## config.mk

```make
export PLATFORM = sky130hd
export DESIGN_NAME = fetch_sequencer
export DESIGN_NICKNAME = d
export VERILOG_FILES = /design/src/rtl/fetch_sequencer.sv
export SDC_FILE = /design/constraint.sdc
export NUM_CORES = 1
export LEC_CHECK = 0
export ABC_AREA = 1
export CAP_MARGIN = 20
export CELL_PAD_IN_SITES_DETAIL_PLACEMENT = 1
export CELL_PAD_IN_SITES_GLOBAL_PLACEMENT = 2
export CORE_UTILIZATION = 32
export CTS_BUF_LIST = sky130_fd_sc_hd__clkbuf_8
export DETAILED_ROUTE_END_ITERATION = 7
export PLACE_DENSITY_LB_ADDON = 0.1
export SYNTH_ARGS = -nofsm -noshare
export SYNTH_HDL_FRONTEND = slang
export SYNTH_SLANG_ARGS = --single-unit
```

## constraint.sdc

```tcl
create_clock -name clk -period 13.1 [get_ports clk]
set_clock_uncertainty 0.05 [all_clocks]
set_input_delay 2.62 -clock clk [delete_from_list [all_inputs] [get_ports clk]]
set_output_delay 2.62 -clock clk [all_outputs]
set_load 0.01 [all_outputs]
```

## src/rtl/fetch_sequencer.sv

```systemverilog
// Instruction fetch sequencer: one outstanding imem request, redirect/kill, decode handshake.
// Optional: define FETCH_MISALIGN_TRAP_EN to trap misaligned redirect targets.
module fetch_sequencer #(
  parameter int               WIDTH    = 32,
  parameter logic [WIDTH-1:0] RESET_PC = '0
) (
  input  logic             clk,
  input  logic             rst,
  input  logic             redirect_valid,
  input  logic [WIDTH-1:0] redirect_pc,
  output logic             imem_req,
  output logic [WIDTH-1:0] imem_addr,
  input  logic             imem_gnt,
  input  logic             imem_rvalid,
  input  logic [31:0]      imem_rdata,
  output logic             if_valid,
  output logic [31:0]      if_instr,
  output logic [WIDTH-1:0] if_pc,
  input  logic             if_ready
`ifdef FETCH_MISALIGN_TRAP_EN
  ,
  output logic             fetch_misalign
`endif
);

  typedef enum logic [2:0] {
    IDLE,
    REQ,
    RESP,
    HOLD,
    HALT
  } state_e;

  state_e           state_q;
  logic [WIDTH-1:0] pc_q;
  logic [WIDTH-1:0] req_pc_q;
  logic             kill_q;
  logic             if_valid_q;
  logic [31:0]      if_instr_q;
  logic [WIDTH-1:0] if_pc_q;

  logic [WIDTH-1:0] pc_inc;
  logic [WIDTH-1:0] tgt_pc;
  logic             redir;

  assign pc_inc = pc_q + WIDTH'(4);

`ifdef FETCH_MISALIGN_TRAP_EN
  logic misalign_q;
  logic trap;
  assign tgt_pc = redirect_pc;
  assign trap   = redirect_valid && (redirect_pc[1:0] != 2'b00)
                  && (state_q != HALT);
  assign redir  = redirect_valid && !trap;
  assign fetch_misalign = misalign_q;
`else
  // Low address bits are not meaningful for 32-bit fetch; force them to zero.
  assign tgt_pc = {redirect_pc[WIDTH-1:2], 2'b00};
  assign redir  = redirect_valid;
`endif

  assign imem_req  = (state_q == REQ);
  assign imem_addr = (state_q == REQ) ? pc_q : '0;
  assign if_valid  = if_valid_q;
  assign if_instr  = if_instr_q;
  assign if_pc     = if_pc_q;

  always_ff @(posedge clk or posedge rst) begin
    if (rst) begin
      state_q    <= IDLE;
      pc_q       <= RESET_PC;
      req_pc_q   <= '0;
      kill_q     <= 1'b0;
      if_valid_q <= 1'b0;
      if_instr_q <= '0;
      if_pc_q    <= '0;
`ifdef FETCH_MISALIGN_TRAP_EN
      misalign_q <= 1'b0;
`endif
    end else begin
`ifdef FETCH_MISALIGN_TRAP_EN
      misalign_q <= trap;
      if (trap) begin
        if_valid_q <= 1'b0;
        kill_q     <= 1'b0;
        state_q    <= HALT;
      end else
`endif
      unique case (state_q)
        IDLE: begin
          if (redir) pc_q <= tgt_pc;
          state_q <= REQ;
        end
        REQ: begin
          if (imem_gnt) begin
            req_pc_q <= pc_q;
            pc_q     <= redir ? tgt_pc : pc_inc;
            kill_q   <= redir;
            state_q  <= RESP;
          end else if (redir) begin
            pc_q <= tgt_pc;
          end
        end
        RESP: begin
          if (redir) pc_q <= tgt_pc;
          if (imem_rvalid) begin
            // Stale (killed) or redirected-over data is dropped.
            if (!kill_q && !redir) begin
              if_instr_q <= imem_rdata;
              if_pc_q    <= req_pc_q;
              if_valid_q <= 1'b1;
              state_q    <= HOLD;
            end else begin
              state_q <= REQ;
            end
            kill_q <= 1'b0;
          end else if (redir) begin
            kill_q <= 1'b1;
          end
        end
        HOLD: begin
          if (redir || if_ready) begin
            if (redir) pc_q <= tgt_pc;
            if_valid_q <= 1'b0;
            state_q    <= REQ;
          end
        end
        HALT: begin
          state_q <= HALT;
        end
        default: begin
          state_q <= IDLE;
        end
      endcase
    end
  end

endmodule

```

# --- After elaboration in Yosys (flattened, before gate mapping) ---
# Cells that the tools add are included.
# Widths: inputs -> output; s select.
word_totals:
  ff_bits: 133
  in_bits: 70
  output_inout_bits: 98
  elab_cells: 51
op_classes:
  addsub: 1
  eq_ne: 9
  muxes: 19
  n_reduce_logical: 15
ops:
  columns: ["op", "count"]
  rows:
  - ["$mux 32", 5]
  - ["$pmux 32 s3", 1]
  - ["$add 32x3->32 const B", 1]
  - ["$pmux 3 s5", 1]
  - ["$mux 3", 3]
  - ["$reduce_and 3->1", 3]
  - ["$eq 3x2->1 const B", 2]
  - ["$mux 1", 6]
  - ["$ne 2x2->1 const B", 3]
  - ["$pmux 1 s2", 2]
  - ["$reduce_and 2->1", 2]
  - ["$reduce_and 4->1", 1]
  - ["$reduce_bool 2->1", 2]
  - ["$eq 3x1->1 const B", 1]
  - ["$eq 3x3->1 const B", 1]
  - ["$logic_not 3->1", 1]
  - ["$ne 3x3->1 const B", 1]
  - ["$reduce_bool 3->1", 1]
  - ["$logic_not 1->1", 2]
  - ["$mux 2", 1]
  - ["$ne 2x1->1 const B", 1]
  - ["$reduce_or 2->1", 1]
  - ["$logic_and 1x1->1", 1]
  - ["$logic_or 1x1->1", 1]

# --- Depth between registers and ports, before layout ---
# Gate-level depths: netlist of run 1.
depth:
  word_depth: 5
  mapped_depth: 11
  depth_no_buf: 11

# --- Worst setup path before layout of run 1 ---
# OpenSTA, ideal clock, no wires.
synth_timing:
  path_kind: "flip-flop to output port"
  from: "register state_q[0]"
  to: "output imem_addr[10]"
  arrival_ns: 1.032
  required_ns: 10.430
  path_slack_ns: 9.398
  stages_incl_launch_ff: 6
  n_path_buf: 1
  cell_sequence: "dfrtp_1 inv_2 nor2_1 nand2_2 buf_1 nor2_1"
synth_between:
  elab_chain_len: 2
synth_rtl:
  columns: ["item", "line_no", "source"]
  rows:
  - ["start: declaration", "34", "state_e state_q;"]
  - ["start signal: assignment", "70", "state_q <= IDLE;"]
  - ["start signal: assignment", "92", "state_q <= REQ;"]
  - ["start signal: assignment", "99", "state_q <= RESP;"]
  - ["$eq 3x1->1", "63", "assign imem_addr = (state_q == REQ) ? pc_q : '0;"]
  - ["$mux 32", "63", null]
  - ["end: declaration", "12", "output logic [WIDTH-1:0] imem_addr,"]
# No other way between the ends.

# --- Worst setup path in the final report of run 1 ---
layout_timing:
  from: "register state_q[2]"
  to: "output imem_addr[5]"
# Same word-level chain as after synthesis.

==> results of run 1 <==
critical path: cells and delay by family, from the launching register on:
kind	cells	cell delay, ns
simple gates	2	0.77
buf+inv	2	0.76
flops	1	0.43
cell usage after synthesis, types with 3 or more instances:
library cell	n	area share, %
sky130_fd_sc_hd__o21ai_1	47	3.5
sky130_fd_sc_hd__buf_2	10	0.74
sky130_fd_sc_hd__mux2_4	50	11
sky130_fd_sc_hd__inv_1	88	4.9
sky130_fd_sc_hd__a21oi_1	31	2.3
sky130_fd_sc_hd__clkbuf_1	8	0.44
sky130_fd_sc_hd__dfrtp_1	133	49
sky130_fd_sc_hd__buf_6	6	0.99
sky130_fd_sc_hd__inv_2	7	0.39
sky130_fd_sc_hd__nand4_1	11	1.0
sky130_fd_sc_hd__nor2_1	114	6.3
sky130_fd_sc_hd__nor2_2	6	0.55
sky130_fd_sc_hd__nand3_1	36	2.7
sky130_fd_sc_hd__buf_1	4	0.22
sky130_fd_sc_hd__nand2_1	203	11
sky130_fd_sc_hd__o21ai_0	28	2.1
sky130_fd_sc_hd__buf_4	4	0.44
sky130_fd_sc_hd__nand2_2	3	0.28
sky130_fd_sc_hd__nor3_1	5	0.37
worst min path at each step:
| stage | cells after the start | to | slack [ns] |
|---|---|---|---|
| floorplan | 2 | pc_q[31] | 0.40 |
| finish | 2 | pc_q[31] | 0.43 |
| global route | 1 | if_instr[31] | 0.48 |
| CTS | 2 | pc_q[31] | 0.44 |
| global placement | 2 | pc_q[31] | 0.41 |
| detailed placement | 2 | pc_q[31] | 0.42 |
power groups by stage:
stage               Combinational (mW)  Sequential [mW]  Clock, mW
floorplan                        0.413            0.720          0
global placement                 0.817            0.699          0
detailed placement               0.840            0.714          0
CTS                              0.847            0.706      0.425
global route                     0.917            0.730      0.443
finish                           0.833            0.705      0.412
cell type report:
cell class	instances	area share, %
sequential	133	36.4
multi-input combinational	546	32.0
timing repair buffer	171	18.8
inverter	95	3.96
tap	270	3.70
clock buffer	17	2.56
clock inverter	15	2.51
metrics by stage:
step,utilization [%],power [mW],instances,instance area (um^2)
6_report,44.6,1.95,1247,9130
5_1_grt,44.6,2.09,1247,9130
2_1_floorplan,-,1.13,807,6790
4_1_cts,44.4,1.98,1246,9100
3_3_place_gp,42.2,1.52,1214,8640
3_5_place_dp,42.2,1.55,1214,8640
routing by layer:
| metal | vias up | share of wire, % | routed length (um) | GRT usage [%] |
|---|---|---|---|---|
| met3 | 15 | 3.8 | 809 | 3.86 |
| met1 | 2934 | 47 | 9990 | 26.4 |
| met4 | 0 | 1.1 | 229 | 5.82 |
| met2 | 129 | 48 | 10100 | 34.1 |
| li1 | 2882 | - | - | - |
| met5 | - | 0 | 0 | 0 |
logic make-up after synthesis:
kind of cell    share of synthesized area (%)
simple gates                             23.0
flops                                    49.0
buf+inv                                  8.16
fa+ha+maj                               0.184
compound gates                           8.57
mux                                      11.1
cell usage in the layout (no fill, tap or decap), types with 2 or more instances in the layout:
master	synthesis	routed
sky130_fd_sc_hd__clkbuf_8	0	17
sky130_fd_sc_hd__nand2_2	3	2
sky130_fd_sc_hd__a21oi_1	31	31
sky130_fd_sc_hd__nor2_4	2	2
sky130_fd_sc_hd__inv_1	88	89
sky130_fd_sc_hd__o21ai_0	28	28
sky130_fd_sc_hd__buf_4	4	5
sky130_fd_sc_hd__o22ai_1	2	2
sky130_fd_sc_hd__nor2_2	6	6
sky130_fd_sc_hd__nand3_2	2	2
sky130_fd_sc_hd__inv_6	0	4
sky130_fd_sc_hd__nand2_1	203	203
sky130_fd_sc_hd__o21ai_1	47	46
sky130_fd_sc_hd__nand4_1	11	11
sky130_fd_sc_hd__clkinv_4	0	3
sky130_fd_sc_hd__nor2_1	114	114
sky130_fd_sc_hd__clkdlybuf4s50_1	0	165
sky130_fd_sc_hd__nor3_1	5	5
sky130_fd_sc_hd__dfrtp_1	133	133
sky130_fd_sc_hd__a22oi_1	2	2
sky130_fd_sc_hd__bufinv_16	0	5
sky130_fd_sc_hd__inv_2	7	7
sky130_fd_sc_hd__nand3_1	36	36
sky130_fd_sc_hd__mux2_4	50	50
flip-flops by register name, indices dropped and copies added, names as in the netlist:
signal and flops:
if_instr 32, pc_q 32, kill_q 1, req_pc_q 32
state_q 3, if_valid 1, if_pc 32
==> out/summary.txt, run 1 <==
=====================================================================================
Run status                                                               finished clean
Total CTS buffers                                                                  17
Delay contributed by the slowest stage of the critical path                   0.58 ns
Part of the Yosys area used for sequential elements                             49.0%
Total congestion overflow after global routing                                      0
Area of the multi-input gates                                               2920 um^2
CTS hold repair buffers                                                             0
Cell count after synthesis                                                        807
Area of the die                                                            21800 um^2
Drt via density                                                                  4.78
Clock tree from TritonCTS                                                         yes
Clock network latency to the later pin of the worst-skew pair                 0.45 ns
Critical path required time                                                  10.43 ns
Slew of the pin with the lowest slew margin                                   1.04 ns
Fmax                                                                        0.196 GHz
Pin count of the biggest net entering global routing                               75
Net Count, Synth                                                                  878
Standard-cell row count                                                            52
Last weighted congestion value of the routability-driven placer                 0.799
Static leakage power                                                          4.41 nW
Start point of the worst hold path                                           pc_q[31]
Number of synthesized flops with an enable pin                                      0
Clock sink count                                                                  133
Placeable core region                                                      20500 um^2
Number of inserted filler cells in the final layout                              2432
Fraction of power spent switching nets                                          36.4%
Distinct cell type count of the synthesized netlist                                28
Critical register-to-register path endpoint                               req_pc_q[2]
Portion of total power attributed to sequential cells                           36.1%
Post-Syn Area per Cell                                                      8.41 um^2
Area growth syn-to-layout                                                       34.5%
Maximum VDD drop                                                          0.0000693 V
Final worst setup slack                                                       8.01 ns
Initial core utilization                                                        33.1%
Number of global-route vias before repair                                        6425
WL final                                                                     21200 um
Critical Path AT                                                              2.42 ns
Count of routing violations after the opening detailed-route iteration            202
Clock root buffer                                                        sky130_fd_sc_hd__clkbuf_8
Buffer levels on the longest clock path                                             2
Reg-to-reg startpoint                                                      state_q[2]
Startpoint of the most critical setup path                                 state_q[2]
Critical-path cell list                                                  inv_2 > nand2_2 > nor2_1 > clkdlybuf4s50_1
Number of failing setup endpoints in the final timing report                        0
Post-layout minimum cycle time                                                5.09 ns
Port buffer count                                                                 165
Cell area power density                                                   214 nW/um^2
Reported net switching power                                                 0.709 mW
Element type at the critical path end                                    primary output
Internal cell power                                                           1.24 mW
Period utilisation layout                                                       38.9%
Setup slack of the most critical reg-to-reg path                             10.03 ns
Number of antenna-violating nets in the routed design                               0
Max-slew violation count                                                            0
First-pass GRT wire length                                                   34200 um
Number of antenna violations at the first check in global routing                   0
GRT Overall Usage                                                               20.2%
Post-Route Hold Slack                                                        0.435 ns
RSZ-0062 raised after global routing                                            false
Accumulated negative setup slack                                                 0 ns
Comb power frac                                                                 42.7%
Crit path launch type                                                       flip-flop
Worst-path clk slew                                                           0.08 ns
Timing endpoint of the critical path                                     imem_addr[5]
DP Wirelength                                                                15000 um
Number of detailed-route iterations in the first pass                               4
Register area                                                               3330 um^2
Fraction of registers with async set or reset after synthesis                    100%
Highest net fanout along the worst path                                            35
Maximum level of the CTS H-tree                                                     4
Overall die height                                                             148 um
Worst setup path class                                                   flip-flop to primary output
Horizontal extent of the die                                                   148 um
Net count, final                                                                 1035
Worst max-slew margin expressed relative to the limit                           30.5%
Number of flip-flops and latches in the synthesized netlist                       133
Setup WS pre-CTS                                                              7.67 ns
Number of gates given a new drive strength after cts                                0
Worst Reg-to-Reg Cells                                                              6
Detailed-route via count                                                         5960
Count of endpoints failing hold in the final timing report                          0
Maximum capacitance violations                                                      0
Buffers inserted by post-CTS timing repair                                          0
Slowest-stage cell, CP                                                   sky130_fd_sc_hd__clkdlybuf4s50_1
Total standard cell area after synthesis                                    6790 um^2
Diodes inserted                                                                     0
Clock group share of total power                                                21.1%
Most used DFF post-synth                                                 sky130_fd_sc_hd__dfrtp_1
DRC viols                                                                           0
Yosys synthesis warning count                                                       0
Proportion of layout cells with a drive suffix above 1                          11.1%
Average wire length per cell after detail routing                             17.0 um
Ports placed on the boundary                                                      168
Hold Crit Class                                                          flip-flop to flip-flop
=====================================================================================
Note: power is estimated with default switching activity, not from simulation.
==> inputs of run 2 (changes only) <==
--- a/config.mk
+++ b/config.mk
@@ -9,7 +9,7 @@
 export CAP_MARGIN = 20
 export CELL_PAD_IN_SITES_DETAIL_PLACEMENT = 1
 export CELL_PAD_IN_SITES_GLOBAL_PLACEMENT = 2
-export CORE_UTILIZATION = 32
+export CORE_UTILIZATION = 30
 export CTS_BUF_LIST = sky130_fd_sc_hd__clkbuf_8
 export DETAILED_ROUTE_END_ITERATION = 7
 export PLACE_DENSITY_LB_ADDON = 0.1
==> constraint.sdc (replaced) <==
create_clock -name clk -period 5.2 [get_ports clk]
set_clock_uncertainty 0.05 [all_clocks]
set_input_delay 1.04 -clock clk [delete_from_list [all_inputs] [get_ports clk]]
set_output_delay 1.04 -clock clk [all_outputs]
set_load 0.01 [all_outputs]
==> run 2 against run 1 <==
Effect of this change:
- the flow now finishes with violations (DRC)
- worst setup slack got worse by 6.4 ns
- utilization fell by 3.1 points
- clock power rose by 140%
- sequential power rose to 2.5 times the previous value
- combinational power rose to 2.5 times the previous value
- clock-buffer cell count rose by 2
- first-iteration DRC count rose by 47%
- final cell count rose by 0.88%
- final area fell by 0.11%
- total power rose by 150%
- register-to-register slack got worse by 7.2 ns
- via count barely moved
- largest power group unchanged
- highest routed layer unchanged
==> out/summary.txt, run 2 (synthesized netlist as in run 1, its figures left out) <==
=====================================================================================
WL final                                                                     21600 um   +1.9%
Diodes inserted                                                                     0   unchanged
Net count, final                                                                 1036   +0.097%
Overall die height                                                             152 um   +3.2%
Critical register-to-register path endpoint                                 if_pc[19]
Clock tree from TritonCTS                                                         yes
Number of gates given a new drive strength after cts                                0   unchanged
Delay contributed by the slowest stage of the critical path                   0.58 ns   about the same
Critical-path cell list                                                  inv_2 > nand2_2 > nor2_1 > clkdlybuf4s50_1
Cell area power density                                                   531 nW/um^2   +150%
Worst max-slew margin expressed relative to the limit                           30.3%   -0.23 points
Clock network latency to the later pin of the worst-skew pair                 0.45 ns   about the same
Standard-cell row count                                                            54   +3.8%
Total CTS buffers                                                                  17   unchanged
Clock root buffer                                                        sky130_fd_sc_hd__clkbuf_8
Leading cell type in the layout, fill and taps excluded                  sky130_fd_sc_hd__nand2_1
Clock group share of total power                                                20.1%   -1.0 points
Start point of the worst hold path                                           pc_q[31]
First-pass GRT wire length                                                   35300 um   +3.2%
Initial core utilization                                                        30.8%   -2.3 points
Period utilisation layout                                                       68.4%
Max-slew violation count                                                            0   unchanged
Highest net fanout along the worst path                                            35   unchanged
Maximum VDD drop                                                           0.000151 V   +120%
Number of detailed-route iterations in the first pass                               6   +2
Accumulated negative setup slack                                                 0 ns   unchanged
Maximum level of the CTS H-tree                                                     4   unchanged
Met1 usage                                                                      25.3%   -1.1 points
RSZ-0062 raised after global routing                                            false
Element type at the critical path end                                    primary output
Fmax                                                                        0.281 GHz
DRC viols                                                                          20   +20
Drt via density                                                                  4.74   -0.86%
Critical path required time                                                   4.11 ns   -6.32 ns
Port buffer count                                                                 165   unchanged
Worst Reg-to-Reg Cells                                                              7   +1
Run status                                                               finished, violations left
Critical Path AT                                                              2.47 ns   +0.05 ns
Met3 track utilization from global routing                                      3.19%   -0.67 points
Portion of total power attributed to sequential cells                           36.6%   +0.5 points
Commonest cells after routing, fill and taps aside                       sky130_fd_sc_hd__nand2_1 (203), sky130_fd_sc_hd__clkdlybuf4s50_1 (165), sky130_fd_sc_hd__dfrtp_1 (133), sky130_fd_sc_hd__nor2_1 (114), sky130_fd_sc_hd__inv_1 (87)
Total congestion overflow after global routing                                      0   unchanged
Detailed-route via count                                                         5961   +0.017%
DP Wirelength                                                                15300 um   +1.8%
Area growth syn-to-layout                                                       34.3%
Slowest-stage cell, CP                                                   sky130_fd_sc_hd__clkdlybuf4s50_1
Hold Crit Class                                                          flip-flop to flip-flop
Buffers inserted by post-CTS timing repair                                          0   unchanged
Worst hold path cell count                                                          2   unchanged
Clock sink count                                                                  133   unchanged
Reported net switching power                                                  1.78 mW   +150%
Worst-path clk slew                                                           0.08 ns   about the same
Count of routing violations after the opening detailed-route iteration            296   +47%
Startpoint of the most critical setup path                                 state_q[2]
Number of failing setup endpoints in the final timing report                        0   unchanged
Number of global-route vias before repair                                        6409   -0.25%
Number of buffer and inverter instances along the worst setup path                  2   unchanged
Setup slack of the most critical reg-to-reg path                              2.83 ns   -7.20 ns
Static leakage power                                                          4.39 nW   -0.38%
Area of the die                                                            23200 um^2   +6.6%
Horizontal extent of the die                                                   152 um   +3.2%
GR met2 Demand/Resource                                                         33.2%   -0.95 points
Endpoint, Worst Hold                                                         pc_q[31]
Buffer levels on the longest clock path                                             2   unchanged
Highest-utilization routing layer at the global route stage                      met2
Comb power frac                                                                 43.4%   +0.7 points
Ports placed on the boundary                                                      168   unchanged
Average wire length per cell after detail routing                             17.1 um   +1.1%
Worst setup path class                                                   flip-flop to primary output
Proportion of layout cells with a drive suffix above 1                          11.3%   +0.30 points
Fraction of power spent switching nets                                          36.8%   +0.41 points
Number of inserted filler cells in the final layout                              2616   +7.6%
Crit path launch type                                                       flip-flop
Maximum capacitance violations                                                      0   unchanged
Cell class contributing the biggest share of worst-path delay            simple AND/OR/NAND/NOR gates
Internal cell power                                                           3.06 mW   +150%
Slew of the pin with the lowest slew margin                                   1.05 ns   +0.00744 ns
Number of antenna-violating nets in the routed design                               0   unchanged
Final cell count without fillers                                                 1258   +0.88%
GRT Overall Usage                                                               19.4%   -0.87 points
Pin count of the biggest net entering global routing                              104   +39%
Count of endpoints failing hold in the final timing report                          0   unchanged
Post-layout minimum cycle time                                                3.56 ns
Reg-to-reg startpoint                                                      state_q[2]
Placeable core region                                                      22000 um^2   +7.5%
Failing checks                                                                    DRC
Last weighted congestion value of the routability-driven placer                 0.831   +4.0%
CTS hold repair buffers                                                             0   unchanged
Number of antenna violations at the first check in global routing                   0   unchanged
# placed instances                                                               1225   +0.91%
=====================================================================================
[run 2: cell count changes in the layout (fill, tap and decap cells not counted)]
cell,previous run,this run
sky130_fd_sc_hd__bufinv_16,5,3
sky130_fd_sc_hd__clkbuf_8,17,19
sky130_fd_sc_hd__inv_1,89,87
sky130_fd_sc_hd__buf_4,5,6
sky130_fd_sc_hd__clkinv_2,0,1
sky130_fd_sc_hd__clkinvlp_4,1,2
sky130_fd_sc_hd__inv_6,4,5
sky130_fd_sc_hd__inv_8,1,0
[run 2: through the flow]
stage	setup slack, ns	util [%]	power (mW)	cell area (um^2)	hold WS (ns)
after floorplan	0.556	-	2.85	6790	0.399
after global placement	1.50	39.3	3.83	8650	0.412
after detailed placement	1.45	39.3	3.91	8660	0.416
after CTS	1.61	41.3	4.91	9090	0.438
after global routing	1.45	41.4	5.18	9120	0.469
final	1.64	41.4	4.84	9120	0.438
[run 2: worst max-delay path by stage]
stage | slack, ns | endpoint | depth (start not counted)
3_3_place_gp | 1.50 | if_valid | 5
3_5_place_dp | 1.45 | if_pc[19] | 6
5_1_grt | 1.45 | imem_addr[8] | 5
4_1_cts | 1.61 | imem_addr[8] | 4
6_report | 1.64 | imem_addr[18] | 4
2_1_floorplan | 0.56 | if_instr[0] | 1
[run 2: final cells by class]
cell class | count | area, um^2 | share of cell area, %
Clock buffer | 19 | 262 | 2.87
Clock inverter | 13 | 171 | 1.88
Inverter | 95 | 362 | 3.96
Multi-Input combinational cell | 546 | 2920 | 32.1
Sequential cell | 133 | 3330 | 36.5
Tap cell | 280 | 350 | 3.84
Timing Repair Buffer | 172 | 1720 | 18.9
[run 2: worst register-to-register path, cell delays in order, from the launching register on]
cell	delay [ns]
sky130_fd_sc_hd__dfrtp_1	0.45
sky130_fd_sc_hd__inv_2	0.18
sky130_fd_sc_hd__nand3_2	0.14
sky130_fd_sc_hd__nor2_2	0.18
sky130_fd_sc_hd__nand2_4	0.55
sky130_fd_sc_hd__buf_4	0.55
sky130_fd_sc_hd__nand2_1	0.09
sky130_fd_sc_hd__o21ai_1	0.07
[run 2: per-layer routing]
| layer | part of all wire, % | wire, um |
|---|---|---|
| met5 | 0 | 0 |
| met2 | 49 | 10600 |
| met1 | 45 | 9800 |
| met3 | 4.3 | 930 |
| met4 | 1.0 | 226 |
[run 2: power by group through the flow]
stage,registers [mW],clock network [mW],logic (mW)
after floorplan,1.81,0,1.04
after global placement,1.75,0,2.07
after detailed placement,1.79,0,2.12
after CTS,1.78,1.01,2.13
after global routing,1.83,1.04,2.31
final,1.77,0.971,2.10
==> inputs of run 3 (changes only) <==
==> constraint.sdc (replaced) <==
create_clock -name clk -period 3.4 [get_ports clk]
set_clock_uncertainty 0.05 [all_clocks]
set_input_delay 0.68 -clock clk [delete_from_list [all_inputs] [get_ports clk]]
set_output_delay 0.68 -clock clk [all_outputs]
set_load 0.01 [all_outputs]
==> run 3 against run 2 <==
Effect of this change:
- the run still ends with DRC left
- sequential power rose by 53%
- die area did not move
- clock-buffer cell count fell by 1
- critical path depth did not move
- worst hold slack got worse by 0.020 ns
- clock power rose by 62%
- register-to-register slack got worse by 1.7 ns
- total power rose by 54%
- final cell count rose by 0.32%
- first-iteration DRC count fell by 5.1%
- critical endpoint is now imem_addr[6]
==> out/summary.txt, run 3 (synthesized netlist as in run 1, its figures left out) <==
=====================================================================================
Max-slew violation count                                                            0   unchanged
Ports placed on the boundary                                                      168   unchanged
Worst Reg-to-Reg Cells                                                              7   unchanged
Hold Crit Class                                                          input port to asynchronous set/reset pin
Post-layout minimum cycle time                                                3.19 ns
Maximum level of the CTS H-tree                                                     4   unchanged
Met1 usage                                                                      24.7%   -0.62 points
Area of the die                                                            23200 um^2   unchanged
Register area                                                               3330 um^2   unchanged
Critical Path AT                                                              2.46 ns   about the same
Number of detailed-route iterations in the first pass                               8   +2
Pin count of the biggest net entering global routing                               71   -32%
Clock root buffer                                                        sky130_fd_sc_hd__clkbuf_8
Fmax                                                                        0.314 GHz
Number of inserted filler cells in the final layout                              2580   -1.4%
Detailed-route via count                                                         5967   +0.10%
Worst max-slew margin expressed relative to the limit                           41.8%   +11 points
Net count, final                                                                 1040   +0.39%
Horizontal extent of the die                                                   152 um   unchanged
Overall die height                                                             152 um   unchanged
Proportion of layout cells with a drive suffix above 1                          11.7%   +0.36 points
Clock tree from TritonCTS                                                         yes
Static leakage power                                                          4.43 nW   +0.83%
Buffers inserted by post-CTS timing repair                                          0   unchanged
Accumulated negative setup slack                                                 0 ns   unchanged
Final cell count without fillers                                                 1262   +0.32%
Buffer levels on the longest clock path                                             2   unchanged
Diodes inserted                                                                     0   unchanged
Drt via density                                                                  4.73   -0.22%
Worst setup path class                                                   flip-flop to primary output
Port buffer count                                                                 165   unchanged
Final standard cell utilization of the core                                     41.7%   +0.24 points
Maximum capacitance violations                                                      0   unchanged
First-pass GRT wire length                                                   35400 um   +0.29%
Area of the multi-input gates                                               2920 um^2   -0.26%
Crit path launch type                                                       flip-flop
# placed instances                                                               1230   +0.41%
Post-Route Hold Slack                                                        0.417 ns   -0.0202 ns
CTS hold repair buffers                                                             0   unchanged
Element type at the critical path end                                    primary output
Area growth syn-to-layout                                                       35.1%
Number of antenna violations at the first check in global routing                   0   unchanged
Critical path required time                                                   2.67 ns   -1.44 ns
RSZ-0062 raised after global routing                                            false
Placeable core region                                                      22000 um^2   unchanged
Total congestion overflow after global routing                                      0   unchanged
Reg-to-reg startpoint                                                      state_q[2]
Average wire length per cell after detail routing                             16.9 um   -1.6%
Number of gates given a new drive strength after cts                                0   unchanged
Highest net fanout along the worst path                                            35   unchanged
Total CTS buffers                                                                  17   unchanged
Standard-cell row count                                                            54   unchanged
Highest-utilization routing layer at the global route stage                      met2
Worst-path clk slew                                                           0.09 ns   about the same
Maximum VDD drop                                                           0.000333 V   +120%
Initial core utilization                                                        30.8%   unchanged
Met3 track utilization from global routing                                      3.56%   +0.37 points
DP Wirelength                                                                15400 um   +1.2%
Run status                                                               finished, violations left
Number of antenna-violating nets in the routed design                               0   unchanged
Failing checks                                                                    DRC
Leading cell type in the layout, fill and taps excluded                  sky130_fd_sc_hd__nand2_1
WL final                                                                     21300 um   -1.3%
Count of endpoints failing hold in the final timing report                          0   unchanged
Commonest cells after routing, fill and taps aside                       sky130_fd_sc_hd__nand2_1 (203), sky130_fd_sc_hd__clkdlybuf4s50_1 (165), sky130_fd_sc_hd__dfrtp_1 (133), sky130_fd_sc_hd__nor2_1 (114), sky130_fd_sc_hd__inv_1 (87)
GR met2 Demand/Resource                                                         33.3%   +0.11 points
Clock network latency to the later pin of the worst-skew pair                 0.45 ns   about the same
GRT Overall Usage                                                               19.3%   -0.10 points
Clock sink count                                                                  133   unchanged
Setup slack of the most critical reg-to-reg path                              1.18 ns   -1.65 ns
DRC viols                                                                          17   -15%
Slew of the pin with the lowest slew margin                                  0.871 ns   -0.175 ns
Number of global-route vias before repair                                        6542   +2.1%
Period utilisation layout                                                       93.8%
Critical register-to-register path endpoint                                    kill_q
Number of failing setup endpoints in the final timing report                        0   unchanged
Cell area power density                                                   815 nW/um^2   +54%
Count of routing violations after the opening detailed-route iteration            281   -5.1%
Last weighted congestion value of the routability-driven placer                 0.834   +0.30%
Power, Total                                                                  7.48 mW   +54%
=====================================================================================
==> run 3: cell count changes in the layout (fill, tap and decap cells not counted) <==
cell,delta
sky130_fd_sc_hd__o21ai_2,+1
sky130_fd_sc_hd__o21ai_4,-1
sky130_fd_sc_hd__bufinv_16,+1
sky130_fd_sc_hd__buf_4,+3
sky130_fd_sc_hd__clkinv_2,-1
sky130_fd_sc_hd__inv_8,+2
sky130_fd_sc_hd__buf_12,+2
sky130_fd_sc_hd__clkinvlp_4,-1
sky130_fd_sc_hd__clkbuf_8,-1
sky130_fd_sc_hd__buf_16,-1
==> run 3: layout make-up <==
class	instances	share of cell area (%)
clock buffers	18	2.70
well taps	280	3.82
multi-input cells	546	31.8
inverters	95	3.93
flip-flops and latches	133	36.3
clock inverters	14	2.32
repair buffers	176	19.2
==> run 3: critical path: stages, from the launching register on <==
cell	delay (ns)
sky130_fd_sc_hd__dfrtp_1	0.44
sky130_fd_sc_hd__inv_2	0.16
sky130_fd_sc_hd__nand2_2	0.52
sky130_fd_sc_hd__nor2_1	0.29
sky130_fd_sc_hd__clkdlybuf4s50_1	0.61
==> run 3: where the power goes <==
group | leakage, nW | switching [mW] | total [mW] | internal (mW)
clock network | 0.233 | 0.730 | 1.57 | 0.845
registers | 1.65 | 0.469 | 2.70 | 2.23
logic | 2.54 | 1.53 | 3.20 | 1.67
total | 4.43 | 2.73 | 7.48 | 4.75
==> run 3: how the worst max path moves through the flow <==
stage	depth (start not counted)	end	startpoint	slack, ns
after floorplan	1	if_instr[0]	rst	1.02
after global placement	8	pc_q[2]	redirect_valid	0.70
after detailed placement	5	imem_addr[22]	state_q[0]	0.62
after CTS	5	imem_addr[22]	state_q[0]	0.12
after global routing	5	imem_addr[24]	state_q[0]	0.04
final	4	imem_addr[6]	state_q[2]	0.21
==> run 3: per-stage QoR <==
| stage | setup slack, ns | instance area (um^2) |
|---|---|---|
| detailed placement | 0.619 | 8710 |
| finish | 0.211 | 9180 |
| global placement | 0.698 | 8710 |
| CTS | 0.125 | 9180 |
| floorplan | 1.02 | 6790 |
| global route | 0.0412 | 9180 |
==> run 3: metal layers <==
layer | share of wire [%] | wire length (um)
met1 | 47 | 9910
met2 | 49 | 10300
met3 | 3.9 | 824
met4 | 1.0 | 221
met5 | 0 | 0
